--- src/rtl/axi_lite_master.sv ---
// axi_lite_master
// Single-outstanding AXI4-Lite initiator. A command accepted on the
// cmd_* port becomes one AXI4-Lite write (AW + W, then B) or one read
// (AR, then R). The response is returned on the rsp_* port and held there
// until it is consumed.
//
// Ports
//   ACLK, ARESET          clock, synchronous active-high reset
//   cmd_valid/cmd_ready   command handshake; cmd_ready is high only in IDLE
//   cmd_write             1 = write, 0 = read
//   cmd_addr/wdata/wstrb  command payload (wdata/wstrb ignored for reads)
//   rsp_valid/rsp_ready   response handshake
//   rsp_write             echo of cmd_write
//   rsp_rdata/rsp_resp    RDATA (0 for writes) and BRESP/RRESP as received
//   AW*, W*, B*, AR*, R*  AXI4-Lite initiator channels
//
// state  | meaning
// -------+------------------------------------------------------------
// IDLE   | cmd_ready high, waiting for a command
// WRITE  | AWVALID/WVALID outstanding, each drops after its handshake
// WRESP  | BREADY high, waiting for BVALID
// READ   | ARVALID high, waiting for ARREADY
// RDATA  | RREADY high, waiting for RVALID
// RESP   | rsp_valid high with a stable payload, waiting for rsp_ready
module axi_lite_master #(
    parameter  int ADDR_WIDTH = 32,
    parameter  int DATA_WIDTH = 32,
    localparam int STRB_WIDTH = DATA_WIDTH / 8
) (
    input  logic                  ACLK,
    input  logic                  ARESET,
    input  logic                  cmd_valid,
    output logic                  cmd_ready,
    input  logic                  cmd_write,
    input  logic [ADDR_WIDTH-1:0] cmd_addr,
    input  logic [DATA_WIDTH-1:0] cmd_wdata,
    input  logic [STRB_WIDTH-1:0] cmd_wstrb,
    output logic                  rsp_valid,
    input  logic                  rsp_ready,
    output logic                  rsp_write,
    output logic [DATA_WIDTH-1:0] rsp_rdata,
    output logic [1:0]            rsp_resp,
    output logic [ADDR_WIDTH-1:0] AWADDR,
    output logic                  AWVALID,
    input  logic                  AWREADY,
    output logic [DATA_WIDTH-1:0] WDATA,
    output logic [STRB_WIDTH-1:0] WSTRB,
    output logic                  WVALID,
    input  logic                  WREADY,
    input  logic [1:0]            BRESP,
    input  logic                  BVALID,
    output logic                  BREADY,
    output logic [ADDR_WIDTH-1:0] ARADDR,
    output logic                  ARVALID,
    input  logic                  ARREADY,
    input  logic [DATA_WIDTH-1:0] RDATA,
    input  logic [1:0]            RRESP,
    input  logic                  RVALID,
    output logic                  RREADY
);

    typedef enum logic [2:0] {
        S_IDLE,
        S_WRITE,
        S_WRESP,
        S_READ,
        S_RDATA,
        S_RESP
    } state_t;

    state_t state_q, state_d;

    logic aw_done_q, w_done_q;
    logic aw_fin, w_fin;
    logic accept;
    logic cmd_ready_d, awvalid_d, wvalid_d, bready_d;
    logic arvalid_d, rready_d, rsp_valid_d;

    assign accept = cmd_valid && cmd_ready;

    // A channel counts as finished if it handshook earlier in this write or
    // is handshaking right now; gating on WRITE keeps a stale flag from the
    // previous write out of the IDLE->WRITE transition.
    assign aw_fin = (state_q == S_WRITE) && (aw_done_q || (AWVALID && AWREADY));
    assign w_fin  = (state_q == S_WRITE) && (w_done_q  || (WVALID  && WREADY));

    always_ff @(posedge ACLK) begin
        if (ARESET) begin
            state_q <= S_IDLE;
        end else begin
            state_q <= state_d;
        end
    end

    always_comb begin
        state_d = state_q;
        case (state_q)
            S_IDLE:  if (accept) state_d = cmd_write ? S_WRITE : S_READ;
            S_WRITE: if (aw_fin && w_fin) state_d = S_WRESP;
            S_WRESP: if (BVALID) state_d = S_RESP;
            S_READ:  if (ARVALID && ARREADY) state_d = S_RDATA;
            S_RDATA: if (RVALID) state_d = S_RESP;
            S_RESP:  if (rsp_ready) state_d = S_IDLE;
            default: state_d = S_IDLE;
        endcase
    end

    // Control outputs are decoded from the next state and registered, so
    // every VALID/READY is a flop output and never follows the peer's
    // READY/VALID combinationally.
    always_comb begin
        cmd_ready_d = (state_d == S_IDLE);
        awvalid_d   = (state_d == S_WRITE) && !aw_fin;
        wvalid_d    = (state_d == S_WRITE) && !w_fin;
        bready_d    = (state_d == S_WRESP);
        arvalid_d   = (state_d == S_READ);
        rready_d    = (state_d == S_RDATA);
        rsp_valid_d = (state_d == S_RESP);
    end

    always_ff @(posedge ACLK) begin
        if (ARESET) begin
            cmd_ready <= 1'b1;
            AWVALID   <= 1'b0;
            WVALID    <= 1'b0;
            BREADY    <= 1'b0;
            ARVALID   <= 1'b0;
            RREADY    <= 1'b0;
            rsp_valid <= 1'b0;
            aw_done_q <= 1'b0;
            w_done_q  <= 1'b0;
            AWADDR    <= '0;
            WDATA     <= '0;
            WSTRB     <= '0;
            ARADDR    <= '0;
            rsp_write <= 1'b0;
            rsp_rdata <= '0;
            rsp_resp  <= '0;
        end else begin
            cmd_ready <= cmd_ready_d;
            AWVALID   <= awvalid_d;
            WVALID    <= wvalid_d;
            BREADY    <= bready_d;
            ARVALID   <= arvalid_d;
            RREADY    <= rready_d;
            rsp_valid <= rsp_valid_d;

            if (accept) begin
                aw_done_q <= 1'b0;
                w_done_q  <= 1'b0;
                rsp_write <= cmd_write;
                if (cmd_write) begin
                    AWADDR <= cmd_addr;
                    WDATA  <= cmd_wdata;
                    WSTRB  <= cmd_wstrb;
                end else begin
                    ARADDR <= cmd_addr;
                end
            end else if (state_q == S_WRITE) begin
                aw_done_q <= aw_fin;
                w_done_q  <= w_fin;
            end

            if ((state_q == S_WRESP) && BVALID) begin
                rsp_resp  <= BRESP;
                rsp_rdata <= '0;
            end
            if ((state_q == S_RDATA) && RVALID) begin
                rsp_resp  <= RRESP;
                rsp_rdata <= RDATA;
            end
        end
    end

endmodule

--- config.mk ---
export PLATFORM = sky130hd
export DESIGN_NAME = axi_lite_master
export DESIGN_NICKNAME = d
export VERILOG_FILES = /design/src/rtl/axi_lite_master.sv
export SDC_FILE = /design/constraint.sdc
export NUM_CORES = 1
export LEC_CHECK = 0
export BUFFER_PORTS_ARGS = -buffer_cell sky130_fd_sc_hd__buf_2
export CELL_PAD_IN_SITES_DETAIL_PLACEMENT = 0
export CELL_PAD_IN_SITES_GLOBAL_PLACEMENT = 1
export CORE_MARGIN = 3
export CORE_UTILIZATION = 34
export DETAILED_ROUTE_END_ITERATION = 7
export GPL_TIMING_DRIVEN = 0
export HOLD_SLACK_MARGIN = 0.08
export PLACE_DENSITY_LB_ADDON = 0.1
export RECOVER_POWER = 50
export SLEW_MARGIN = 30
export SYNTH_ARGS = -nofsm -noshare
export SYNTH_HDL_FRONTEND = slang
export SYNTH_SLANG_ARGS = --single-unit
--- constraint.sdc ---
create_clock -name ACLK -period 3.3 [get_ports ACLK]
set_input_delay 0.66 -clock ACLK [delete_from_list [all_inputs] [get_ports ACLK]]
set_output_delay 0.66 -clock ACLK [all_outputs]
set_load 0.01 [all_outputs]
==> results of run 1 <==
## sequential cells by signal, summed over array words and instances, names as in the netlist
signal,flops
state_q,3
rsp_rdata,32
cmd_ready,1
rsp_resp,2
w_done_q,1
ARVALID,1
WVALID,1
WDATA,32
ARADDR,32
RREADY,1
AWVALID,1
AWADDR,32
BREADY,1
WSTRB,4
rsp_write,1
rsp_valid,1
aw_done_q,1
## tightest hold or removal path, delay by kind of cell (launching register included)
family | cells | cell delay, ns
DFF | 1 | 0.30
AOI/OAI and AO/OA | 1 | 0.05
and+or+nand+nor | 1 | 0.05
## per-stage QoR
step | power (mW) | area, um2 | worst slack (ns)
after floorplan | 2.32 | 5110 | 1.63
after global placement | 2.58 | 6610 | 0.941
after detailed placement | 2.60 | 6610 | 0.898
after CTS | 4.58 | 7220 | 1.34
after global routing | 4.71 | 7040 | 1.18
final | 4.50 | 7050 | 1.40
## placed cells by master (no fill, tap or decap), types with 17 or more instances in the layout
| master | instances |
|---|---|
| a21oi_1 | 104 |
| a22oi_1 | 32 |
| buf_2 | 124 |
| clkbuf_1 | 171 |
| clkbuf_16 | 17 |
| dfxtp_1 | 147 |
| nand2_1 | 202 |
| nor2_1 | 42 |
## per-layer routing
layer  up-vias  GRT usage (%)  part of all wire, %
met2       190           30.2                   47
li1       2582              -                    -
met3        24           6.35                  8.4
met1      2310           22.9                   43
met5         -              0                    0
met4         0           7.47                  2.0
## layout make-up
| type | instances | share of cell area [%] |
|---|---|---|
| Sequential cell | 147 | 41.8 |
| Tap cell | 184 | 3.27 |
| Buffer | 47 | 2.81 |
| Timing Repair Buffer | 254 | 15.6 |
| Antenna cell | 1 | 0.0355 |
| Multi-Input combinational cell | 416 | 27.8 |
| Inverter | 1 | 0.0533 |
| Clock inverter | 13 | 2.24 |
| Clock buffer | 19 | 6.43 |
## how the worst max path moves through the flow
stage	slack, ns	start	end	cells after the start
floorplan	1.63	ARESET	state_q[0]	4
global placement	0.94	ARESET	rsp_rdata[31]	4
detailed placement	0.90	ARESET	rsp_rdata[19]	4
CTS	1.34	ARESET	rsp_rdata[19]	4
global route	1.18	state_q[0]	AWVALID	6
finish	1.40	state_q[0]	AWVALID	6
## report_power, final
group / switching [mW] / internal, mW
logic: 0.377 / 0.209
clock network: 0.742 / 1.23
registers: 0.0574 / 1.88
total: 1.18 / 3.32
## cells by family after synthesis
kind of cell	after synthesis	synth area share [%]
simple gates	263	20.5
flops	147	57.6
buf+inv	48	4.02
mux	2	0.392
compound gates	151	17.5
==> results.txt, run 1 <==
Tcrit/Tclk final: 57.7%
setup bufs post-CTS: 0
site row count: 44
final setup fails: 0
Reg2Reg Depth: 6
Hold Startpoint: ARADDR[30]
clk root buf: clkbuf_16
Skew-Pair Late Insertion Delay: 0.41 ns
DR iter-0 viols: 200
Worst Setup End Kind: flip-flop
YS warnings: 0
CP Launch Type: flip-flop
WP buf/inv: 1
cell with the most instances after synthesis: nand2_1
worst hold slack: 0.453 ns
Post-synth EDFFs: 0
Post-Layout Cell Count: 1,082
Worst Hold Class: reg2reg
crit path max fanout: 9
Reg area: 2940 um2
CP max stage delay: 0.40 ns
hold_buf cts: 0
CP Cell Sequence: clkbuf_1 -> nor3b_1 -> o21ai_0 -> o41ai_1 -> a2111oi_4 -> nor4_1
Nets: 998
total gr overflow: 0
Synth top area share: 57.6%
fin util: 48.3%
maximum vdd drop: 0.336 mV
clk sink count: 147
Die Wd: 129 um
First-pass DRT Iterations: 4
Final Hold Vio Count: 0
largest net degree at the start of global routing: 17
Crit-path slowest cell: nor3b_1
Cell Area, Synth: 5110 um2
GPL Wtd Cong: 0.775
area leader, netlist: dfxtp_1
Hold Crit Depth: 2
H-tree depth reported by CTS: 4
CP top delay family: simple AND/OR/NAND/NOR gates
Routed WL: 15.9 mm
r2r setup slk: 1.40 ns
pwr/cell area: 638 nW/um2
starting density of the core: 35.0%
fillcell total: 1,505
Cell variety after synth: 36
top_reg_cell synth: dfxtp_1
RR Endpoint: AWVALID
vias: 5,106
Placed Cells: 1,049
reg2reg start: state_q[0]
IO Port Bufs: 254
vias in the first global route: 5,019
fraction of layout cells with a size suffix above 1: 18.3%
TritonCTS clock tree: done
minimum clock period: 1.90 ns
CTS buffer count: 17
kind of critical path: reg2reg
die area: 16,500 um2
Hold Path End: ARADDR[30]
synthesized instance count: 611
Area Overhead vs Synth: 38.0%
Syn Area/Cell: 8.36 um2
status: complete, no violations
Max Freq: 525 MHz
critical path arrival: 2.22 ns
max cap viols: 0
Detailed Place HPWL: 12.1 mm
Clock Skew: 0.00833 ns
syn_nets: 725
Post-synth top cells: nand2_1 (202), dfxtp_1 (147), a21oi_1 (104), nor2_1 (42), clkbuf_1 (35)
setup tns final: 0 ns
Req. time, crit path: 3.61 ns
Slew HR: 57.8%
initial antenna violation count: 0
post_cts resized: 0
GRT Total Usage: 18.7%
FF+latch count, synth: 147
synth top area cells: dfxtp_1 (58%), nand2_1 (15%), a21oi_1 (10%)
Slew @ Worst Pin: 0.633 ns
global-route wire length before repair: 24.6 mm
max-slew violation count: 0
DRC: 0
post-DR vias/cell: 4.72
CORE AREA: 14,600 um2
Leak Pwr: 2.69 nW
die extent in y: 129 um
Clock Pin Slew Worst Setup and Hold Paths: 0.06 ns
asr flop ratio synth: 0%
post-synthesis sequential area ratio: 57.6%
multi-input logic area: 1960 um2
Post-DRT Antenna Nets: 0
clock buffer depth: 2
RSZ-0062 raised after global routing: no
DR WL/cell: 14.7 um
io pins: 256
(Power assumes the default switching activity.)
==> inputs of run 2 (changes only) <==
Settings changed: CORE_UTILIZATION 34 to 29.
Clock period 3.3 ns to 1.6 ns, I/O delays scaled along.
==> results.txt, run 2 (same netlist as run 1, synthesis figures left out) <==
status: complete, no violations
Tcrit/Tclk final: 99.6% (+42 points)
most common cell after layout, fill and taps aside: buf_2
starting density of the core: 30.2% (-4.9 points)
RSZ-0062 raised after global routing: yes
Hold Path End: WDATA[0]
Die Wd: 139 um (+7.9%)
most frequent cells in the layout: buf_2 (259), nand2_1 (200), dfxtp_1 (145)
clock buffer depth: 2 (unchanged)
maximum vdd drop: 0.734 mV (+120%)
Clock Skew: 0.00962 ns (+0.00129 ns)
TritonCTS clock tree: done
vias: 5,207 (+2.0%)
Placed Area: 6650 um2 (+0.68%)
largest net degree at the start of global routing: 20 (+3)
GPL Wtd Cong: 0.731 (-5.7%)
minimum clock period: 1.59 ns (-0.311 ns)
final instance area: 7530 um2 (+6.9%)
CP Launch Type: flip-flop
clk sink count: 147 (unchanged)
vias in the first global route: 5,276 (+5.1%)
reg2reg start: state_q[2]
final total power: 9.79 mW (+120%)
Post-DRT Antenna Nets: 0 (unchanged)
GRT Total Usage: 17.0% (-1.7 points)
IO Port Bufs: 254 (unchanged)
Placed Cells: 1,085 (+3.4%)
Post-Layout Cell Count: 1,123 (+3.8%)
site row count: 47 (+6.8%)
Worst Setup End Kind: flip-flop
kind of critical path: reg2reg
clk root buf: clkbuf_16
DR WL/cell: 15.2 um (+3.1%)
fin util: 44.5% (-3.8 points)
Placement Setup Slack: -0.590 ns (-1.49 ns)
max cap viols: 0 (unchanged)
CTS buffer count: 17 (unchanged)
Skew-Pair Late Insertion Delay: 0.42 ns (about the same)
Detailed Place HPWL: 12.7 mm (+4.9%)
Area Overhead vs Synth: 47.4%
global-route wire length before repair: 26.4 mm (+7.6%)
fillcell total: 1,768 (+17%)
Slew HR: 59.9% (+2.0 points)
setup tns final: 0 ns (unchanged)
critical path arrival: 1.95 ns (-0.27 ns)
H-tree depth reported by CTS: 4 (unchanged)
Routed WL: 17.1 mm (+7.0%)
die area: 19,200 um2 (+16%)
Max Freq: 628 MHz (+20%)
initial antenna violation count: 3 (+3)
Clock Pin Slew Worst Setup and Hold Paths: 0.06 ns (about the same)
max-slew violation count: 0 (unchanged)
total gr overflow: 0 (unchanged)
setup ws final: 0.00668 ns (-1.39 ns)
Hold Startpoint: cmd_wdata[0]
die extent in y: 139 um (+7.9%)
DR iter-0 viols: 186 (-7.0%)
Slew @ Worst Pin: 0.602 ns (-0.0306 ns)
Worst Hold Class: in2reg
Nets: 1,005 (+0.70%)
fraction of layout cells with a size suffix above 1: 38.0% (+20 points)
Hold Crit Depth: 3 (+1)
Leak Pwr: 3.43 nW (+27%)
pwr/cell area: 1300 nW/um2 (+100%)
crit path max fanout: 7 (-2)
r2r setup slk: 0.007 ns (-1.39 ns)
post-DR vias/cell: 4.64 (-1.7%)
First-pass DRT Iterations: 4 (unchanged)
worst hold slack: 0.139 ns (-0.314 ns)
Req. time, crit path: 1.96 ns (-1.65 ns)
Final Hold Vio Count: 0 (unchanged)
CORE AREA: 16,900 um2 (+16%)
final setup fails: 0 (unchanged)
RR Endpoint: RREADY
io pins: 256 (unchanged)
DRC: 0 (unchanged)
Reg2Reg Depth: 7 (+1)
[run 2: changes by cell type in the layout (fill, tap and decap cells not counted), moves of 4 or more]
cell	previous run	this run
buf_2	124	259
buf_4	2	7
buf_6	1	6
clkbuf_1	171	19
clkbuf_2	0	13
clkinvlp_4	4	0
[run 2: worst max-delay path: stages (launching register included)]
cell and delay, ns:
dfxtp_2 0.33, buf_6 0.11, nand2b_4 0.13, a21o_1 0.14, o31ai_4 0.09, a2111oi_4 0.41
buf_6 0.19, and2_4 0.14
[run 2: worst max path at each step]
stage / cells after the start / to / slack (ns) / start
final: 7 / RREADY / 0.007 / state_q[2]
after global routing: 7 / cmd_ready / -0.06 / state_q[2]
after CTS: 6 / RREADY / -0.001 / state_q[1]
after detailed placement: 4 / rsp_rdata[25] / -0.59 / ARESET
after global placement: 4 / rsp_rdata[30] / -0.54 / ARESET
after floorplan: 6 / cmd_ready / 0.15 / state_q[0]
[run 2: power by group]
| part | internal (mW) | leakage, nW | total [mW] | switching [mW] |
|---|---|---|---|---|
| logic | 0.603 | 1.92 | 1.46 | 0.855 |
| registers | 3.89 | 1.20 | 4.01 | 0.124 |
| clock network | 2.82 | 0.315 | 4.32 | 1.50 |
| total | 7.31 | 3.43 | 9.79 | 2.48 |
[run 2: repair_timing]
item / CTS / global route
gates resized for setup: 19 / 44
buffers inserted: 5 / 3
cloned: 0 / 1
setup endpoints to repair: 129 / 101
hold buffers: 0 / 0
pin swaps: 6 / 5
[run 2: layer usage]
metal	track usage (%)	up-vias	wire length (um)
met5	0	-	7
met4	6.54	2	392
met3	6.83	28	1250
met2	27.5	169	8010
met1	20.3	2416	7400
li1	-	2592	-
[run 2: final cells by class]
class / count / area (um2) / share of cell area, %
buffer: 45 / 231 / 3.07
timing repair buffer: 263 / 1340 / 17.8
clock buffer: 19 / 453 / 6.02
antenna: 2 / 5.00 / 0.0665
clock inverter: 10 / 183 / 2.43
inverter: 1 / 3.75 / 0.0499
tap: 220 / 275 / 3.66
sequential: 147 / 2950 / 39.1
multi-input combinational: 416 / 2090 / 27.8
==> inputs of run 3 (changes only) <==
Settings changed: ABC_AREA from default to 1.
==> results.txt, run 3 <==
Final Hold Vio Count: 0 (unchanged)
Routed WL: 18.9 mm (+11%)
GPL Wtd Cong: 0.738 (+1.0%)
clock power share: 39.1% (-5.0 points)
most common cell after layout, fill and taps aside: clkbuf_1
CP Cell Sequence: nand2_2 -> inv_4 -> nand2_2 -> buf_4 -> buf_4 -> nand2_1 -> a21oi_1
setup bufs post-CTS: 0 (-5)
final total power: 9.90 mW (+1.2%)
synthesized instance count: 682 (+12%)
Tcrit/Tclk final: 91.3% (-8.3 points)
area leader, netlist: dfxtp_1
cell with the most instances after synthesis: nand2_1
TritonCTS clock tree: done
FF+latch count, synth: 147 (unchanged)
post-DR vias/cell: 4.55 (-1.8%)
DR iter-0 viols: 190 (+2.2%)
sequential share of power: 42.5% (+1.5 points)
Comb pwr share: 18.4% (+3.5 points)
fin util: 40.7% (-3.8 points)
Worst Hold Class: in2reg
die area: 20,200 um2 (+5.1%)
top_reg_cell synth: dfxtp_1
site row count: 49 (+4.3%)
Req. time, crit path: 1.89 ns (-0.07 ns)
DRC: 0 (unchanged)
pwr/cell area: 1350 nW/um2 (+3.5%)
fraction of layout cells with a size suffix above 1: 20.3% (-18 points)
setup ws final: 0.139 ns (+0.132 ns)
synth top area cells: dfxtp_1 (55%), nand2_1 (11%), a21oi_1 (9.0%)
clk root buf: clkbuf_16
kind of critical path: reg2reg
max-slew violation count: 0 (unchanged)
CP Launch Type: flip-flop
Synth top area share: 54.7% (-2.9 points)
total gr overflow: 0 (unchanged)
maximum vdd drop: 0.754 mV (+2.8%)
critical path arrival: 1.75 ns (-0.20 ns)
CP top delay family: buffers and inverters
Crit-path slowest cell: dfxtp_1
final instance area: 7360 um2 (-2.3%)
n_diodes: 0 (-2)
Die Wd: 142 um (+2.5%)
final setup fails: 0 (unchanged)
initial antenna violation count: 2 (-1)
DR WL/cell: 15.8 um (+4.0%)
vias in the first global route: 5,252 (-0.45%)
Detailed Place HPWL: 14.0 mm (+9.7%)
Placement Setup Slack: -0.188 ns (+0.402 ns)
crit path max fanout: 10 (+3)
P_int: 6.88 mW (-5.9%)
IO Port Bufs: 253 (-0.39%)
setup tns final: 0 ns (unchanged)
Post-Layout Cell Count: 1,196 (+6.5%)
Syn Area/Cell: 7.89 um2 (-5.6%)
io pins: 256 (unchanged)
worst hold slack: 0.139 ns (-0.000240 ns)
max cap viols: 0 (unchanged)
Clock Skew: 0.00941 ns (-0.000216 ns)
global-route wire length before repair: 28.8 mm (+9.0%)
Clock Pin Slew Worst Setup and Hold Paths: 0.06 ns (about the same)
H-tree depth reported by CTS: 4 (unchanged)
Slew @ Worst Pin: 0.745 ns (+0.143 ns)
switching power: 3.02 mW (+22%)
Slew HR: 50.3% (-9.6 points)
Cell Area, Synth: 5380 um2 (+5.4%)
vias: 5,446 (+4.6%)
First-pass DRT Iterations: 4 (unchanged)
starting density of the core: 29.8% (-0.40 points)
CORE AREA: 18,100 um2 (+6.8%)
YS warnings: 0 (unchanged)
WP buf/inv: 3 (+1)
RSZ-0062 raised after global routing: no
Nets: 1,068 (+6.3%)
GRT Total Usage: 18.2% (+1.2 points)
Post-synth EDFFs: 0 (unchanged)
CP max stage delay: 0.36 ns (-0.05 ns)
status: complete, no violations
clk sink count: 147 (unchanged)
Switching Share: 30.5% (+5.2 points)
Skew-Pair Late Insertion Delay: 0.43 ns (about the same)
die extent in y: 142 um (+2.5%)
asr flop ratio synth: 0% (unchanged)
Area Overhead vs Synth: 36.7%
Leak Pwr: 2.94 nW (-14%)
Placed Cells: 1,164 (+7.3%)
clock buffer depth: 2 (unchanged)
CTS buffer count: 17 (unchanged)
minimum clock period: 1.46 ns (-0.132 ns)
Max Freq: 684 MHz (+9.0%)
Cell variety after synth: 24 (-33%)
Post-DRT Antenna Nets: 0 (unchanged)
Worst Setup End Kind: flip-flop
syn_nets: 796 (+9.8%)
post-synthesis sequential area ratio: 54.7% (-2.9 points)
Placed Area: 6930 um2 (+4.2%)
Post-synth top cells: nand2_1 (154), dfxtp_1 (147), a21oi_1 (97), nor2_1 (79), nand3_1 (76)
most frequent cells in the layout: clkbuf_1 (160), nand2_1 (153), dfxtp_1 (145)
largest net degree at the start of global routing: 17 (-15%)
[run 3: cell types whose count changed in the layout (fill, tap and decap cells not counted), moves of 8 or more]
cell	change
clkbuf_1	+141
buf_2	-136
nand3_1	+75
nand2_1	-47
o21ai_0	+40
nor2_1	+38
a22oi_1	-32
inv_1	+13
a21oi_2	+8
[run 3: path summary, 6_finish.rpt]
| path | start | to | slack, ns | cells past startpoint |
|---|---|---|---|---|
| max | cmd_ready | AWADDR[7] | 0.14 | 7 |
| min reg2reg | AWADDR[9] | AWADDR[9] | 0.46 | 2 |
| min | cmd_addr[7] | ARADDR[7] | 0.14 | 3 |
| max reg2reg | cmd_ready | AWADDR[7] | 0.14 | 7 |
[run 3: logic make-up (layout without fill, tap and decap cells)]
group | count (synthesis) | after routing | share of synthesized area [%]
flip-flops | 147 | 147 | 54.7
AND/OR/NAND/NOR | 316 | 316 | 24.6
AO/OA/AOI/OAI | 149 | 149 | 14.6
buffers and inverters | 70 | 355 | 6.18
[run 3: tightest hold or removal path, stage by stage]
cell and delay (ns):
buf_2 0.09, nor2_1 0.04, nor2_1 0.08
[run 3: timing repair]
item | 4_1_cts | 5_1_grt
pin swaps | 0 | 0
endpoints found under the setup margin | 77 | 92
hold buffers | 0 | 0
gates resized for setup | 7 | 10
gates cloned | 0 | 0
[run 3: layer usage]
metal | up-vias | routed length [um] | track usage (%)
li1 | 2786 | - | -
met1 | 2469 | 8400 | 22.5
met2 | 162 | 8730 | 29.3
met3 | 25 | 1460 | 7.06
met4 | 4 | 280 | 5.81
met5 | - | 28 | 0
[run 3: layout make-up]
type / instances / area (um2)
Buffer: 50 / 270
Inverter: 20 / 80.1
Sequential cell: 147 / 2950
Clock buffer: 21 / 470
Multi-Input combinational cell: 465 / 2110
Fill cell: 2016 / 10700
Timing Repair Buffer: 253 / 1090
Tap cell: 229 / 287
Clock inverter: 11 / 103
[run 3: power groups by stage]
| stage | Sequential, mW | Clock, mW | Combinational (mW) |
|---|---|---|---|
| after global routing | 4.25 | 4.16 | 2.04 |
| after detailed placement | 4.27 | 0 | 1.91 |
| final | 4.21 | 3.87 | 1.82 |
| after floorplan | 4.41 | 0 | 0.901 |
| after CTS | 4.20 | 3.99 | 1.92 |
| after global placement | 4.27 | 0 | 1.91 |
